[src/rtl/frame_sched_pkg.sv]
`default_nettype none
// Shared types for the triple-buffer frame bank scheduler.
package frame_sched_pkg;

  typedef logic [1:0] bank_t;

  localparam int NUM_BANKS = 3;

  typedef enum logic [1:0] {
    S_IDLE  = 2'd0,
    S_START = 2'd1,
    S_READ  = 2'd2
  } sched_state_t;

endpackage
`default_nettype wire

[src/rtl/frame_period_timer.sv]
`default_nettype none
// Saturating frame-period timer: reports when MIN_FRAME_CYCLES have passed since the last clear.
module frame_period_timer #(
  parameter int MIN_FRAME_CYCLES = 1237500
) (
  input  logic I_clk,
  input  logic I_rst_n,
  input  logic I_clear,
  output logic O_elapsed
);

  localparam int TW = (MIN_FRAME_CYCLES > 0) ? $clog2(MIN_FRAME_CYCLES + 1) : 1;
  localparam logic [TW-1:0] LIMIT = TW'(MIN_FRAME_CYCLES);

  logic [TW-1:0] count_q;
  logic [TW-1:0] count_d;

  always_comb begin
    count_d = count_q;
    if (I_clear) begin
      count_d = '0;
    end else if (count_q != LIMIT) begin
      count_d = count_q + TW'(1);
    end
  end

  // Reset to the limit so the very first frame is not held back.
  always_ff @(posedge I_clk or negedge I_rst_n) begin
    if (!I_rst_n) begin
      count_q <= LIMIT;
    end else begin
      count_q <= count_d;
    end
  end

  assign O_elapsed = (count_q == LIMIT);

endmodule
`default_nettype wire

[src/rtl/frame_bank_scheduler.sv]
`default_nettype none
// Triple-buffer bank scheduler: the writer never blocks, the reader always gets the newest
// complete frame, read starts are rate limited and overwritten unread frames are counted.
module frame_bank_scheduler
  import frame_sched_pkg::*;
#(
  parameter int MAX_WIDTH        = 1920,
  parameter int MAX_HEIGHT       = 1080,
  parameter int MIN_FRAME_CYCLES = 1237500,
  parameter int DROP_CNT_WIDTH   = 16,
  localparam int WW = $clog2(MAX_WIDTH),
  localparam int HW = $clog2(MAX_HEIGHT)
) (
  input  logic                      I_clk,
  input  logic                      I_rst_n,
  input  logic                      I_enable,
  input  logic                      I_wr_frame_done,
  input  logic [WW-1:0]             I_image_width,
  input  logic [HW-1:0]             I_image_height,
  output logic [1:0]                O_wr_bank,
  output logic                      O_rd_start,
  output logic [1:0]                O_rd_bank,
  output logic [WW-1:0]             O_rd_width,
  output logic [HW-1:0]             O_rd_height,
  input  logic                      I_rd_done,
  output logic                      O_busy,
  output logic [DROP_CNT_WIDTH-1:0] O_frames_dropped
);

  sched_state_t              state_q, state_d;
  bank_t                     wr_bank_q, wr_bank_d;
  bank_t                     ready_bank_q, ready_bank_d;
  bank_t                     rd_bank_q, rd_bank_d;
  logic                      ready_valid_q, ready_valid_d;
  logic [WW-1:0]             ready_w_q, ready_w_d;
  logic [HW-1:0]             ready_h_q, ready_h_d;
  logic [WW-1:0]             rd_w_q, rd_w_d;
  logic [HW-1:0]             rd_h_q, rd_h_d;
  logic                      rd_start_q, rd_start_d;
  logic                      busy_q, busy_d;
  logic [DROP_CNT_WIDTH-1:0] drop_q, drop_d;

  logic period_elapsed;
  logic wr_done_valid;
  logic go;

  assign wr_done_valid = I_wr_frame_done && (I_image_width != '0) && (I_image_height != '0);
  assign go            = (state_q == S_IDLE) && I_enable && ready_valid_q && period_elapsed;

  frame_period_timer #(
    .MIN_FRAME_CYCLES(MIN_FRAME_CYCLES)
  ) u_period_timer (
    .I_clk     (I_clk),
    .I_rst_n   (I_rst_n),
    .I_clear   (go),
    .O_elapsed (period_elapsed)
  );

  always_comb begin
    state_d       = state_q;
    wr_bank_d     = wr_bank_q;
    ready_bank_d  = ready_bank_q;
    rd_bank_d     = rd_bank_q;
    ready_valid_d = ready_valid_q;
    ready_w_d     = ready_w_q;
    ready_h_d     = ready_h_q;
    rd_w_d        = rd_w_q;
    rd_h_d        = rd_h_q;
    drop_d        = drop_q;

    case (state_q)
      S_IDLE:  if (go) state_d = S_START;
      S_START: state_d = S_READ;
      S_READ:  if (I_rd_done) state_d = S_IDLE;
      default: state_d = S_IDLE;
    endcase

    rd_start_d = go;
    busy_d     = (state_d != S_IDLE);

    if (go) begin
      rd_bank_d = ready_bank_q;
      rd_w_d    = ready_w_q;
      rd_h_d    = ready_h_q;
    end

    if (wr_done_valid) begin
      ready_w_d = I_image_width;
      ready_h_d = I_image_height;
    end

    // A simultaneous start and write rotates all three roles; the fresh frame stays pending.
    if (go && wr_done_valid) begin
      ready_bank_d  = wr_bank_q;
      wr_bank_d     = rd_bank_q;
      ready_valid_d = 1'b1;
    end else if (go) begin
      ready_bank_d  = rd_bank_q;
      ready_valid_d = 1'b0;
    end else if (wr_done_valid) begin
      ready_bank_d  = wr_bank_q;
      wr_bank_d     = ready_bank_q;
      ready_valid_d = 1'b1;
      if (ready_valid_q && (drop_q != '1)) begin
        drop_d = drop_q + DROP_CNT_WIDTH'(1);
      end
    end
  end

  always_ff @(posedge I_clk or negedge I_rst_n) begin
    if (!I_rst_n) begin
      state_q       <= S_IDLE;
      wr_bank_q     <= 2'd0;
      ready_bank_q  <= 2'd1;
      rd_bank_q     <= 2'd2;
      ready_valid_q <= 1'b0;
      ready_w_q     <= '0;
      ready_h_q     <= '0;
      rd_w_q        <= '0;
      rd_h_q        <= '0;
      rd_start_q    <= 1'b0;
      busy_q        <= 1'b0;
      drop_q        <= '0;
    end else begin
      state_q       <= state_d;
      wr_bank_q     <= wr_bank_d;
      ready_bank_q  <= ready_bank_d;
      rd_bank_q     <= rd_bank_d;
      ready_valid_q <= ready_valid_d;
      ready_w_q     <= ready_w_d;
      ready_h_q     <= ready_h_d;
      rd_w_q        <= rd_w_d;
      rd_h_q        <= rd_h_d;
      rd_start_q    <= rd_start_d;
      busy_q        <= busy_d;
      drop_q        <= drop_d;
    end
  end

  assign O_wr_bank        = wr_bank_q;
  assign O_rd_bank        = rd_bank_q;
  assign O_rd_width       = rd_w_q;
  assign O_rd_height      = rd_h_q;
  assign O_rd_start       = rd_start_q;
  assign O_busy           = busy_q;
  assign O_frames_dropped = drop_q;

endmodule
`default_nettype wire
[config.mk]
export PLATFORM = sky130hd
export DESIGN_NAME = frame_bank_scheduler
export DESIGN_NICKNAME = d
export VERILOG_FILES = /design/src/rtl/frame_sched_pkg.sv /design/src/rtl/frame_period_timer.sv /design/src/rtl/frame_bank_scheduler.sv
export SDC_FILE = /design/constraint.sdc
export NUM_CORES = 1
export LEC_CHECK = 0
export ABC_CLOCK_PERIOD_IN_PS = 2600
export BUFFER_PORTS_ARGS = -buffer_cell sky130_fd_sc_hd__buf_4
export CAP_MARGIN = 20
export CORE_AREA = 2 2 84 94
export CTS_BUF_LIST = sky130_fd_sc_hd__clkbuf_16
export CTS_CLUSTER_DIAMETER = 200
export CTS_CLUSTER_SIZE = 8
export DETAILED_ROUTE_END_ITERATION = 16
export DIE_AREA = 0 0 86 96
export PLACE_DENSITY = 0.78
export SKIP_CTS_REPAIR_TIMING = 1
export SLEW_MARGIN = 25
export SYNTH_ARGS = -nofsm -noshare
export SYNTH_HDL_FRONTEND = slang
export SYNTH_SLANG_ARGS = --single-unit
[constraint.sdc]
create_clock -name I_clk -period 2.6 [get_ports I_clk]
set_input_delay 0.13 -clock I_clk [delete_from_list [all_inputs] [get_ports I_clk]]
set_output_delay 0.13 -clock I_clk [all_outputs]
set_load 0.05 [all_outputs]
Word level (Yosys, flattened, before mapping)

Index checks and enable logic that the tools add are counted.

Bits in registers: 92
Bits of input ports: 27
Output and inout port bits: 44
Word-level logic and storage cells: 53

Add/sub/neg operators: 2
Equality and inequality tests: 6
Mux-type cells: 14
Bitwise gates (word level): 2
Reductions and logical operators: 16

Operator list:

| operator              | count |
|---|---|
| $mux 21               | 2 |
| $reduce_bool 11->1    | 2 |
| $add 21x1->21 const B | 1 |
| $eq 21x21->1 const B  | 1 |
| $ne 21x21->1 const B  | 1 |
| $add 16x1->16 const B | 1 |
| $mux 2                | 8 |
| $ne 16x16->1 const B  | 1 |
| $logic_and 1x1->1     | 7 |
| $pmux 2 s3            | 1 |
| $reduce_bool 2->1     | 3 |
| $reduce_and 4->1      | 1 |
| $mux 1                | 3 |
| $reduce_bool 3->1     | 1 |
| $eq 2x1->1 const B    | 1 |
| $eq 2x2->1 const B    | 1 |
| $logic_not 2->1       | 1 |
| $ne 2x1->1 const B    | 1 |
| $not 1->1             | 2 |
| $reduce_and 2->1      | 1 |

Longest topological paths before layout

Gate-level depths: netlist of the first run.

Word-level depth: 7
Depth in mapped cells: 10
Depth with buffers taken out: 8

Modules after synthesis

Synthesis of the first run repeated with hierarchy kept, for this count alone.

Cells, all modules: 335
Area, all modules: 4125.2 um^2

By module, submodules not included:

| module               | instances | cells an instance | area an instance (um^2) | sequential area each (um^2) |
|---|---|---|---|---|
| frame_bank_scheduler | 1         | 208               | 2937.8                  | 1779.2 |
| frame_period_timer   | 1         | 127               | 1187.4                  | 540.5 |

Least setup slack after synthesis of the first run

Ideal clock, no wire load.

Path kind: register -> register
Start point: reg drop_q[0], in the netlist O_frames_dropped[0]
End point: reg drop_q[14], in the netlist O_frames_dropped[14]
Library setup time: 0.141 ns
Data arrival time: 2.240 ns
Required time: 2.459 ns
Setup slack: 0.219 ns
Cell stages (with the launch flop): 11
Buffers on the path: 3
Clock period less this slack: 2.381 ns
Path through: dfrtp_1 ha_1 and3_1 clkbuf_1 and3_1 a31oi_1 and4_1 buf_6 buf_6 nand4_2 xnor2_1

Cells in the longest elaborated chain, start to end: 3
Elaborated cells on any way between the ends: 4
Classes of those cells: add/sub (1); eq/ne (1); reduce/logical (2)

Ends and longest elaborated chain:

| what                                                  | RTL line                    | source |
|---|---|---|
| from (decl)                                           | frame_bank_scheduler.sv:41  | `logic [DROP_CNT_WIDTH-1:0] drop_q, drop_d;` |
| from (signal assigned)                                | frame_bank_scheduler.sv:136 | `drop_q <= drop_d;` |
| branches (longest 3 deep; another with $add 16x1->16) | --                          |  |

Several ways; the timed one is not identified.
A chain may end at the register's enable or synchronous reset.

Final worst setup path of the first run

Start point: reg u_period_timer.count_q[9]
End point: reg rd_h_q[0], in the netlist O_rd_height[0]

Cells in the longest elaborated chain, start to end: 2

Ends and longest elaborated chain:

| what                   | RTL line                    | source |
|---|---|---|
| from (decl)            | frame_period_timer.sv:15    | `logic [TW-1:0] count_q;` |
| from (signal assigned) | frame_period_timer.sv:32    | `count_q <= count_d;` |
| $eq 21x21->1           | frame_period_timer.sv:36    | `assign O_elapsed = (count_q == LIMIT);` |
| $logic_and 1x1->1      | frame_bank_scheduler.sv:48  | `assign go = (state_q == S_IDLE) && I_enable && ready_valid_q && period_elapsed;` |
| to (signal assigned)   | frame_bank_scheduler.sv:133 | `rd_h_q <= rd_h_d;` |
| to (decl)              | frame_bank_scheduler.sv:38  | `logic [HW-1:0] rd_h_q, rd_h_d;` |

Every way passes these cells.

==> summary.md, run 1 <==
| Metric | Value |
|---|---|
| Area Growth Syn to Fin | `25.0%` |
| Placement Rows | `33` |
| Fin crit share | `83.7%` |
| Worst Path Max Fanout | `18` |
| Largest cells by area after synthesis | `dfrtp_1, dfstp_2, nand2_1` |
| Slew headroom | `66.9%` |
| Starting Density | `53.9%` |
| Hold Path Depth | `2` |
| Gr ovfl total | `0` |
| Synth cell types | `35` |
| Number of synthesized flops with an enable pin | `0` |
| Crit Path Category | `register to register` |
| CP cell instances | `nor4_2, nand4_2, buf_4, nor3_4, buf_4, nand2_1, nand2_1` |
| Setup-failing EPs final | `0` |
| Clk pin slew, worst setup/hold paths | `~0.070 ns` |
| N_diodes | `0` |
| Worst hold path class | `input port to register` |
| Status | `finished clean` |
| Top cells by count, synth | `nand2_1, dfrtp_1, mux2_2` |
| Clk_lat worst skew | `0.34 ns` |
| Die Span X | `approximately 86 um` |
| CTS tree | `yes` |
| RR Endpoint | `O_rd_height[0]$_DFFE_PN0N_` |
| Pre-CTS WS | `0.385 ns` |
| Die height | `96 um` |
| Dpl hpwl | `5460 um` |
| Layout Skew | `0.00897 ns` |
| DRC viols | `0` |
| Drt wl/cell | `15.0 um` |
| Fraction of layout cells with a size suffix above 1 | `roughly a third` |
| CP startpoint kind | `register` |
| Root buffer cell | `clkbuf_16` |
| Crit path arrival time | `2.45 ns` |
| Req. time, crit path | `2.87 ns` |
| Netlist Area Pre-Place | `0.00394 mm^2` |
| Post-Syn Instances | `355` |
| Placer Congestion | `0.782` |
| Worst Max-Slew Pin Slew | `0.495 ns` |
| Crit-path max cell delay | `around 0.46 ns` |
| Synthesized area per cell | `11.1 um^2` |
| Flop-to-flop setup slack | `0.42 ns` |
| Vias in the first global route | `2,713` |
| Clk buf depth | `2` |
| Worst IR Drop VDD | `0.455 mV` |
| Top-count cell post-synth | `nand2_1` |
| Ports | `71` |
| Pins Over Slew Limit | `0` |
| Initial antenna violation count | `0` |
| Final #Nets | `460` |
| First-pass GRT wire length | `12,900 um` |
| Final WL | `7830 um` |
| Sequential-to-total area share from yosys stat | `58.9%` |
| DRT antenna net count | `0` |
| Setup TNS | `0 ns` |
| Yosys Warn Count | `0` |
| HP Start | `I_image_width[1]` |
| Reg2reg start | `u_period_timer.count_q[9]$_DFFE_PN0P_` |
| CP max stage cell | `nor3_4` |
| Vias after detailed routing | `2,862` |
| Main synth FF type | `dfrtp_1` |
| PwrDens | `835 mW/mm^2` |
| Total Die Area | `0.00826 mm^2` |
| GRT Total Usage | `between 20% and 30%` |
| Count of final hold-check violations | `0` |
| Post-Syn Nets | `385` |
| RSZ-0062 raised after global routing | `false` |
| Number of synthesized register bits | `92` |
| Vias per Instance | `5.48` |
| DR iter-0 viols | `172` |
| Clock sinks | `92` |
| 1st-pass router iterations | `4` |
| Worst hold path endpoint | `ready_w_q[1]$_DFFE_PN0P_` |
| CTS Buf Count | `9` |
| H-tree depth | `3` |
| Core area | `0.00731 mm^2` |
| Synth top area share | `49.5%` |
| Synth area leader | `dfrtp_1` |
| Async set-reset flop share out of synthesis | `between 90% and 100%` |
| MaxCap Viol Count | `0` |
| Finished Core Util | `67.4%` |
| Lkg Pwr | `2.41 nW` |
| Cells on worst reg2reg path | `7` |
| F_max | `0.460 GHz` |
| Setup ws final | `0.424 ns` |
| Largest net degree at the start of global routing | `57` |
| Post-route minimum period | `between 2 and 2.5 ns` |
| I/O Buffers | `70` |
| CP Capture Type | `register` |
## metrics by stage
stage	hold slack, ns	cells	area, um^2	power, W
final	0.0232	522	4920	0.00411
after global routing	0.0214	522	4920	0.00430
after CTS	-0.266	521	4910	0.00414
after detailed placement	0.101	505	4600	0.00277
after global placement	0.371	504	4570	0.00273
after floorplan	-0.166	355	3940	0.00246
## cell type report
type | count | area [um^2]
multi-input combinational | 243 | 1530
tap | 87 | 109
clock inverter | 7 | 93.8
sequential | 92 | 2320
fill | 550 | 2380
timing repair buffer | 82 | 638
clock buffer | 9 | 225
inverter | 2 | 7.51
## logic make-up (layout without fill, tap and decap cells)
group                      after synthesis  in the layout  share of synthesized area [%]
xor gates and xnor gates                23             23                           5.11
AOI/OAI and AO/OA                       26             26                           3.62
and+or+nand+nor                        164            164                           21.4
muxes                                   27             27                           7.65
DFF                                     92             92                           58.9
adders and majority gates                3              3                          0.952
buffers and inverters                   20            100                           2.44
## sequential cells by signal, indices dropped and copies added, names as in the netlist, 2 cells and up
name,cells
u_period_timer.count_q,21
O_frames_dropped,16
O_rd_height,11
O_rd_width,11
ready_h_q,11
ready_w_q,11
O_rd_bank,2
O_wr_bank,2
ready_bank_q,2
state_q,2
## cells in the final DEF, fill, tap and decap left out, types with 2 or more instances in the layout
cell	count
nand4_1	13
ha_1	3
nand4_2	6
nand3_1	10
buf_4	80
mux2i_1	2
nand2b_1	3
inv_8	2
nand2_1	88
and2_1	2
nor4_1	2
and4_1	7
nor3_1	3
nor2_1	11
a21oi_1	7
dfstp_2	14
and3_1	10
dfrtp_1	78
clkbuf_16	9
xnor2_1	20
or3_1	2
xor2_1	3
or4_1	2
inv_1	2
mux2_2	24
o21ai_0	11
a31oi_1	6
## power breakdown
part	total, W	switching [W]	internal [W]
combinational	0.000870	0.000548	0.000322
clock	0.00136	0.000592	0.000772
sequential	0.00188	0.000203	0.00168
## per-layer routing
layer / vias to the layer above / routed length [um] / track usage [%]
met2: 63 / 3750 / 31.5
met1: 1415 / 3590 / 27.1
li1: 1370 / - / -
met4: 0 / 164 / 10.7
met3: 14 / 332 / 3.52
met5: - / 0 / 0
## worst max-delay path by stage
stage	startpoint	endpoint	slack [ns]
6_report	u_period_timer.count_q[9]$_DFFE_PN0P_	O_rd_height[0]$_DFFE_PN0N_	0.42
5_1_grt	u_period_timer.count_q[2]$_DFFE_PN1P_	O_rd_width[4]$_DFFE_PN0N_	0.29
4_1_cts	u_period_timer.count_q[2]$_DFFE_PN1P_	O_frames_dropped[7]$_DFFE_PN0P_	0.43
3_5_place_dp	I_image_width[2]	O_frames_dropped[7]$_DFFE_PN0P_	0.39
3_3_place_gp	I_image_width[2]	ready_h_q[4]$_DFFE_PN0P_	0.45
2_1_floorplan	O_frames_dropped[0]$_DFFE_PN0P_	O_frames_dropped[14]$_DFFE_PN0P_	0.22
## critical path, delay by kind of cell (launching register included)
kind,cells,cell delay [ns]
DFF,1,0.45
and+or+nand+nor,5,1.14
buffers and inverters,2,0.51
No activity file was read; power rests on OpenSTA's default activity.
==> inputs of run 2 (changes only) <==
Settings changed: ABC_AREA from default to 1, ABC_CLOCK_PERIOD_IN_PS 2600 to 2020, CORE_AREA 2 2 84 94 to 2 2 89 99, DIE_AREA 0 0 86 96 to 0 0 91 101, PLACE_DENSITY 0.78 to 0.79.
Clock period 2.6 ns to 2.02 ns, I/O delays scaled along.
==> run 2 against run 1 <==
  * The run now ends with negative hold slack left
  * Worst setup slack worse by 0.20 ns
  * Clock power grew 29%
  * First-iteration DRC count fell by 18%
  * Die area grew 11%
  * Sequential power increased by 9%
==> summary.md, run 2 <==
| Metric | Value |
|---|---|
| Status | `finished, violations left` |
| Failing checks | `negative hold slack` |
| Total Die Area | `between 0.009 and 0.01 mm^2` |
| Post-route minimum period | `roughly 1.8 ns` |
| Placer Congestion | `approximately 0.93` |
| Yosys Warn Count | `0` |
| Synth top area share | `42.8%` |
| Post-route cell area | `0.00561 mm^2` |
| Main synth FF type | `dfrtp_1` |
| Clk_lat worst skew | `0.35 ns` |
| Post-Syn Nets | `~600` |
| Slew headroom | `61.4%` |
| Most flops, register | `u_period_timer.count_q` |
| RSZ-0062 raised after global routing | `false` |
| Drt wl/cell | `13.2 um` |
| PwrDens | `778 mW/mm^2` |
| Number of synthesized flops with an enable pin | `0` |
| Worst IR Drop VDD | `0.490 mV` |
| Top-count cell post-synth | `nand2_1` |
| Netlist Area Pre-Place | `0.00456 mm^2` |
| Final WL | `~10,000 um` |
| Initial antenna violation count | `0` |
| Placement Rows | `35` |
| Max reg flops | `21` |
| Setup TNS | `0 ns` |
| Layout Skew | `0.0130 ns` |
| Core area | `around 0.0082 mm^2` |
| Setup ws final | `approximately 0.23 ns` |
| Vias per Instance | `5.03` |
| Req. time, crit path | `2.25 ns` |
| Lkg Pwr | `2.87 nW` |
| Fin crit share | `88.8%` |
| DRC viols | `0` |
| DR iter-0 viols | `approximately 140` |
| Top cells by count, synth | `nand2_1, dfrtp_1, inv_1` |
| Synthesized area per cell | `8.02 um^2` |
| Async set-reset flop share out of synthesis | `100%` |
| 1st-pass router iterations | `4` |
| GRT Total Usage | `between 20% and 30%` |
| Layout Cells excl Fill | `767` |
| Area Growth Syn to Fin | `22.9%` |
| CTS Buf Count | `9` |
| H-tree depth | `3` |
| Area taken by multi-input logic gates | `0.00194 mm^2` |
| Gr ovfl total | `0` |
| Crit path arrival time | `2.02 ns` |
| Number of synthesized register bits | `92` |
| Clk pwr share | `40.1%` |
| Worst Path Max Fanout | `36` |
| Placed cells | `744` |
| Largest net degree at the start of global routing | `44` |
| Register Area | `0.00232 mm^2` |
| I/O Buffers | `70` |
| Vias in the first global route | `3,760` |
| CTS tree | `yes` |
| Final #Nets | `roughly 680` |
| Cell Area, Placed | `0.00522 mm^2` |
| Die height | `101 um` |
| F_max | `0.558 GHz` |
| Pins Over Slew Limit | `0` |
| DRT antenna net count | `0` |
| Switching share of power | `28.3%` |
| CP Capture Type | `register` |
| Synth area leader | `dfrtp_1` |
| Post-Syn Instances | `569` |
| Root buffer cell | `clkbuf_16` |
| Starting Density | `around 55%` |
| Dpl hpwl | `slightly above 7000 um` |
| Setup-failing EPs final | `0` |
| Fill cells | `716` |
| Most frequent cells in the layout | `nand2_1, dfrtp_1, buf_4` |
| Worst Max-Slew Pin Slew | `0.580 ns` |
| N_diodes | `0` |
| CP startpoint kind | `register` |
| Vias after detailed routing | `3,857` |
| Die Span X | `91 um` |
| Synth cell types | `32` |
| Pwr Total | `0.00436 W` |
| Sequential share of power | `46.7%` |
| Largest cells by area after synthesis | `dfrtp_1, nand2_1, dfstp_2` |
| Clk buf depth | `2` |
| Clock sinks | `92` |
| Count of final hold-check violations | `3` |
| Internal | `0.00313 W` |
| Clk pin slew, worst setup/hold paths | `0.07 ns` |
| Switching power | `0.00124 W` |
| Commonest non-fill, non-tap cell in the layout | `nand2_1` |
| Crit Path Category | `register to register` |
| Ports | `71` |
| Pre-CTS WS | `0.158 ns` |
| Comb power frac | `a little over an eighth` |
| MaxCap Viol Count | `0` |
| Worst hold path class | `input port to register` |
| Fraction of layout cells with a size suffix above 1 | `around a fifth` |
| Sequential-to-total area share from yosys stat | `50.9%` |
| Hold WS | `-0.0223 ns` |
| First-pass GRT wire length | `17,100 um` |
## run 2: cell types whose count changed after synthesis, sizes merged, moves of 9 or more
cell / delta
nand4: -12
nor2: +48
clkbuf: -9
inv: +58
nand2: +118
nand3: +30
mux2: -25
xnor2: -11
o21ai: +31
xor2: +9
and3: -10
## run 2: area by class of cell
class	instances	area share, %
clock buffers	9	4.02
clock inverters	7	1.61
inverters	60	4.02
multi-input cells	404	34.5
flip-flops and latches	92	41.4
well taps	111	2.48
repair buffers	84	12.0
## run 2: final timing paths
| kind | cells after the start | end | startpoint | slack (ns) |
|---|---|---|---|---|
| max | 9 | ready_bank_q[1]$_DFFE_PN0P_ | u_period_timer.count_q[0]$_DFFE_PN0P_ | 0.23 |
| min | 3 | ready_h_q[6]$_DFFE_PN0P_ | I_image_height[6] | -0.02 |
| max reg2reg | 9 | ready_bank_q[1]$_DFFE_PN0P_ | u_period_timer.count_q[0]$_DFFE_PN0P_ | 0.23 |
| min reg2reg | 2 | O_rd_width[7]$_DFFE_PN0N_ | ready_w_q[7]$_DFFE_PN0P_ | 0.47 |
| max in group asynchronous | 3 | u_period_timer.count_q[6]$_DFFE_PN1P_ | I_rst_n | 1.10 |
| min in group asynchronous | 2 | u_period_timer.count_q[19]$_DFFE_PN0P_ | I_rst_n | 0.29 |
## run 2: power groups by stage
stage | Clock [W] | Combinational (W) | Sequential, W
after CTS | 0.00177 | 0.000567 | 0.00204
after global placement | 0 | 0.000552 | 0.00206
after detailed placement | 0 | 0.000564 | 0.00207
after floorplan | 0 | 0.000186 | 0.00222
after global routing | 0.00187 | 0.000634 | 0.00205
final | 0.00175 | 0.000572 | 0.00204
## run 2: kinds of logic after synthesis
family	Yosys count	share of synthesized area, %
simple gates	336	32.6
flops	92	50.9
buf+inv	73	6.83
compound gates	44	4.83
xor+xnor	21	4.03
fa+ha+maj	3	0.823
## run 2: critical path, cell delays in order (launching register included)
cell	delay, ns
dfrtp_1	0.38
inv_1	0.08
ha_1	0.24
nand4_1	0.16
nor2_4	0.07
nand3_4	0.07
buf_4	0.35
nand2_1	0.14
nand3_1	0.11
nand2_1	0.06
## run 2: per-layer routing
layer	track usage, %	up-vias	part of all wire, %
li1	-	1947	-
met1	29.8	1817	45
met2	39.4	82	50
met3	3.14	11	4.0
met4	10.0	0	1.3
met5	0	-	0
## run 2: metrics by stage
step | hold WS, ns | utilization [%]
detailed placement | 0.138 | 63.4
floorplan | -0.195 | -
finish | -0.0223 | 68.1
global route | 0.00332 | 68.1
global placement | 0.135 | 63.4
CTS | -0.234 | 67.2
